`src/rtl/mem_port_arbiter.sv`:
```
// Arbitrates one single-ported, fixed-latency memory between instruction fetch (IF) and data memory (DM).
// DM has priority, except that IF is forced through after STARVE consecutive DM wins while IF waits.
module mem_port_arbiter #(
  parameter int AW     = 32,
  parameter int DW     = 32,
  parameter int LAT    = 2,
  parameter int STARVE = 4
) (
  input  logic          clk,
  input  logic          rst_n,
  input  logic          i_if_req,
  input  logic [AW-1:0] i_if_addr,
  input  logic          i_if_kill,
  output logic          o_if_gnt,
  output logic          o_if_valid,
  output logic [DW-1:0] o_if_rdata,
  input  logic          i_dm_req,
  input  logic          i_dm_we,
  input  logic [AW-1:0] i_dm_addr,
  input  logic [DW-1:0] i_dm_wdata,
  input  logic [1:0]    i_dm_size,
  output logic          o_dm_gnt,
  output logic          o_dm_valid,
  output logic [DW-1:0] o_dm_rdata,
  output logic          o_mem_en,
  output logic          o_mem_we,
  output logic [AW-1:0] o_mem_addr,
  output logic [DW-1:0] o_mem_wdata,
  output logic [1:0]    o_mem_size,
  input  logic [DW-1:0] i_mem_rdata,
  output logic          o_busy
);

  localparam logic       ST_IDLE  = 1'b0;
  localparam logic       ST_WAIT  = 1'b1;
  localparam logic       OWN_IF   = 1'b0;
  localparam logic       OWN_DM   = 1'b1;
  localparam logic [3:0] LAT_C    = 4'(LAT);
  localparam logic [3:0] STARVE_C = 4'(STARVE);

  logic       r_state;
  logic       r_owner;
  logic [3:0] r_cnt;
  logic [3:0] r_starve;
  logic       r_kill;
  logic       r_write;

  logic w_complete;
  logic w_can_issue;
  logic w_if_force;
  logic w_gnt_if;
  logic w_gnt_dm;
  logic w_grant;
  logic w_if_done;
  logic w_dm_done;

  // Grants are gated by reset so every output is quiet while rst_n is low.
  always_comb begin
    w_complete  = (r_state == ST_WAIT) && (r_cnt == 4'd1);
    w_can_issue = rst_n && ((r_state == ST_IDLE) || w_complete);
    w_if_force  = i_if_req && (r_starve == STARVE_C);
    w_gnt_dm    = w_can_issue && i_dm_req && !w_if_force;
    w_gnt_if    = w_can_issue && i_if_req && !w_gnt_dm;
    w_grant     = w_gnt_if || w_gnt_dm;
    w_if_done   = w_complete && (r_owner == OWN_IF);
    w_dm_done   = w_complete && (r_owner == OWN_DM);
  end

  assign o_if_gnt    = w_gnt_if;
  assign o_dm_gnt    = w_gnt_dm;
  assign o_mem_en    = w_grant;
  assign o_mem_we    = w_gnt_dm && i_dm_we;
  assign o_mem_addr  = w_gnt_dm ? i_dm_addr : (w_gnt_if ? i_if_addr : '0);
  assign o_mem_wdata = w_gnt_dm ? i_dm_wdata : '0;
  assign o_mem_size  = w_gnt_dm ? i_dm_size : (w_gnt_if ? 2'b10 : 2'b00);
  assign o_busy      = (r_state == ST_WAIT);

  // A kill arriving in the completion cycle still suppresses that response.
  assign o_if_valid  = w_if_done && !(r_kill || i_if_kill);
  assign o_if_rdata  = w_if_done ? i_mem_rdata : '0;
  assign o_dm_valid  = w_dm_done;
  assign o_dm_rdata  = (w_dm_done && !r_write) ? i_mem_rdata : '0;

  always_ff @(posedge clk or negedge rst_n) begin
    if (!rst_n) begin
      r_state <= ST_IDLE;
      r_owner <= OWN_IF;
      r_cnt   <= 4'd0;
      r_kill  <= 1'b0;
      r_write <= 1'b0;
    end else if (w_grant) begin
      r_state <= ST_WAIT;
      r_owner <= w_gnt_dm ? OWN_DM : OWN_IF;
      r_cnt   <= LAT_C;
      r_kill  <= w_gnt_if && i_if_kill;
      r_write <= w_gnt_dm && i_dm_we;
    end else if (r_state == ST_WAIT) begin
      r_cnt <= r_cnt - 4'd1;
      if (w_complete) r_state <= ST_IDLE;
      if ((r_owner == OWN_IF) && i_if_kill) r_kill <= 1'b1;
    end
  end

  // Counts DM wins while a fetch is waiting; saturation hands the next issue slot to IF.
  always_ff @(posedge clk or negedge rst_n) begin
    if (!rst_n) begin
      r_starve <= 4'd0;
    end else if (w_gnt_if || !i_if_req) begin
      r_starve <= 4'd0;
    end else if (w_gnt_dm && (r_starve != STARVE_C)) begin
      r_starve <= r_starve + 4'd1;
    end
  end

endmodule

```
`config.mk`:
```
export PLATFORM = sky130hd
export DESIGN_NAME = mem_port_arbiter
export DESIGN_NICKNAME = d
export VERILOG_FILES = /design/src/rtl/mem_port_arbiter.sv
export SDC_FILE = /design/constraint.sdc
export NUM_CORES = 1
export LEC_CHECK = 0
export CAP_MARGIN = 25
export CORE_AREA = 4 4 103 105
export DETAILED_ROUTE_END_ITERATION = 16
export DIE_AREA = 0 0 107 109
export PLACE_DENSITY = 0.66
export REMOVE_ABC_BUFFERS = 1
export SKIP_CTS_REPAIR_TIMING = 1
export SYNTH_ARGS = -nofsm -noshare
export SYNTH_HDL_FRONTEND = slang
export SYNTH_SLANG_ARGS = --single-unit
```
`constraint.sdc`:
```
create_clock -name clk -period 4.49 [get_ports clk]
set_clock_uncertainty 0.1 [all_clocks]
set_input_delay 0.898 -clock clk [delete_from_list [all_inputs] [get_ports clk]]
set_output_delay 0.898 -clock clk [all_outputs]
set_load 0.02 [all_outputs]
```
==> results <==
[power by group]
group	internal [mW]	switching [mW]	leakage (nW)	total [mW]
registers	0.145	0.0477	0.151	0.193
logic	0.472	0.430	1.64	0.901
clock network	0.0778	0.0457	0.0288	0.123
total	0.695	0.523	1.82	1.22
[flip-flops by register name, indices dropped and copies added (netlist names)]
name      flops
r_kill        1
r_starve      4
r_owner       1
o_busy        1
r_write       1
r_cnt         4
[critical path: cells and delay by family]
kind | cells | cell delay (ns)
buffers and inverters | 3 | 1.41
and+or+nand+nor | 3 | 0.53
AOI/OAI and AO/OA | 1 | 0.26
[final timing paths]
kind / end / cells after the start / startpoint
min: r_starve[2] / 1 / r_starve[2]
min in group asynchronous: r_kill / 1 / rst_n
min reg2reg: r_starve[2] / 1 / r_starve[2]
max: o_mem_wdata[11] / 7 / rst_n
max in group asynchronous: o_busy / 2 / rst_n
max reg2reg: r_kill / 6 / r_cnt[1]
[stage by stage]
step / util, % / area [um2]
detailed placement: 47.8 / 4600
finish: 48.3 / 4660
floorplan: - / 1640
global placement: 47.8 / 4600
global route: 48.3 / 4660
CTS: 48.3 / 4660
[final cells by class]
type	instances	share of cell area, %
inverter	9	0.725
tap	133	3.57
timing repair buffer	279	60.0
clock buffer	4	1.18
sequential	12	6.45
multi-input combinational	183	28.1
[per-layer routing]
layer  wire, um  vias up  track usage, %
li1           -     1285               -
met1       3760     1166            17.0
met2       5590      164            31.6
met3       1110        7            5.21
met4         99        0            3.47
met5          0        -               0
[cells in the final DEF, fill, tap and decap left out, drive strengths merged, types with 2 or more instances in the layout]
cell type and instances:
nor3 3, dfrtp 12, nand2 9, ha 4, and2 98, inv 9
xnor2 2, nand3 3, clkdlybuf4s50 269, o21ai 2, clkbuf 4, nor2 5
buf 10, a22o 34, nor3b 2, nor4 2, a21o 3
[kinds of logic after synthesis]
kind of cell / after synthesis
AOI/OAI and AO/OA: 48
xor gates and xnor gates: 3
adders and majority gates: 4
buffers and inverters: 27
DFF: 12
muxes: 1
and+or+nand+nor: 127
==> impl_metrics.env <==
export IMPL_nFillCells=937
export IMPL_cap_viol_max_count=0
export IMPL_drive_gt1_share_pct=4.93
export IMPL_pre_cts_ws_ns=0.344
export IMPL_startpoint_type="input pin"
export IMPL_rows=36
export IMPL_cts_made_buffers=3
export IMPL_drt_iter0_markers=110
export IMPL_clock_sinks=12
export IMPL_grt_pass1_wl_mm=14.6
export IMPL_ys_top_cells_by_area="and2_1, dfrtp_1, a22o_1"
export IMPL_io_pins=273
export IMPL_wl_mm=10.6
export IMPL_slew_headroom_pct=57.4
export IMPL_total_leakage_power_nw=1.82
export IMPL_crit_path_frequent_cell="clkdlybuf4s50_1"
export IMPL_drcViolationCount=0
export IMPL_critPathSlowestCell="clkdlybuf4s50_1"
export IMPL_syn_area_um2=1770
export IMPL_crit_path_max_fanout=43
export IMPL_grt_max_degree=44
export IMPL_grt_pass1_vias=2588
export IMPL_period_share_pct=91.6
export IMPL_yosys_area_top_type_share_pct=34.7
export IMPL_grt_overflow_total=0
export IMPL_maxSlewViolCount=0
export IMPL_synth_edf_count=0
export IMPL_max_vdd_ir_drop_mv=0.123
export IMPL_n_antenna_cell=0
export IMPL_synth_mux_area_share_pct=0.637
export IMPL_num_vias=2622
export IMPL_netlist_top_cells_count="and2_1, a22o_1, dfrtp_1"
export IMPL_dieArea_um2=11700
export IMPL_dp_cells=616
export IMPL_ys_async_sr_fraction_pct=100
export IMPL_holdWs_ns=0.447
export IMPL_cts_root_buffer="clkbuf_8"
export IMPL_hp_class="flop to flop"
export IMPL_die_h_um=109
export IMPL_required_ns=3.49
export IMPL_hold_viol_final=0
export IMPL_clkLatencyLatePin_ns=0.25
export IMPL_outcome="complete, no violations"
export IMPL_synthXorXnorAreaFrac_pct=1.49
export IMPL_setup_tns_ns=0
export IMPL_firstDrtPassIters=4
export IMPL_synthAdderAreaFrac_pct=2.83
export IMPL_seq_area_frac_synth_pct=17.0
export IMPL_fin_crit_ns=4.11
export IMPL_yosysMostFrequentCell="and2_1"
export IMPL_power_mw=1.22
export IMPL_grt_setup_unrepaired="no"
export IMPL_synth_top_area_cell="and2_1"
export IMPL_final_cells=620
export IMPL_initial_core_util_pct=18.3
export IMPL_drt_vias_per_instance=4.23
export IMPL_synth_avg_cell_area_um2=7.96
export IMPL_grt_util_all_layers_pct=16.2
export IMPL_synth_top_family_by_area="simple AND/OR/NAND/NOR gates"
export IMPL_ys_warn_count=0
export IMPL_postRouteAntennaNets=0
export IMPL_seqCellArea_um2=300
export IMPL_fmax_mhz=243
export IMPL_synth_top_flop_cell="dfrtp_1"
export IMPL_setup_viol=0
export IMPL_yosys_area_share_simple_pct=44.9
export IMPL_tightest_slew_ns=0.636
export IMPL_crit_path_max_incr_delay_ns=0.62
export IMPL_wl_per_cell_um=17.0
export IMPL_cp_cell_sequence="clkdlybuf4s50_1, nand4bb_4, nand2_2, o211a_2, buf_12, and2_1, clkdlybuf4s50_1"
export IMPL_critPathKind="input pin to output pin"
export IMPL_numPortBuffers=272
export IMPL_multi_input_area_um2=1310
export IMPL_cp_end_kind="output pin"
export IMPL_powerDensity_nw_per_um2=261
export IMPL_cts_max_path_buffers=2
export IMPL_synth_cells=222
export IMPL_place_hpwl_mm=9.34
export IMPL_die_w_um=107
export IMPL_finish_net_count=628
export IMPL_areaGrowthSynthToFinish_pct=164
export IMPL_gp_congestion=0.816
export IMPL_synth_compound_area_share_pct=23.8
export IMPL_synth_seq_cells=12
export IMPL_timing_reg2reg_setup_slack_ns=2.50
export IMPL_cts_clk_slew_worst_paths_ns=0.05
export IMPL_layout_setup_ws_ns=0.379
export IMPL_arrival_ns=3.11
export IMPL_synth_distinct_cells=37
export IMPL_cts_max_level=1
export IMPL_coreArea_um2=9640
export IMPL_cts_tree="built"
export IMPL_antenna_found_initial=0
No activity file was read; power rests on OpenSTA's default activity.
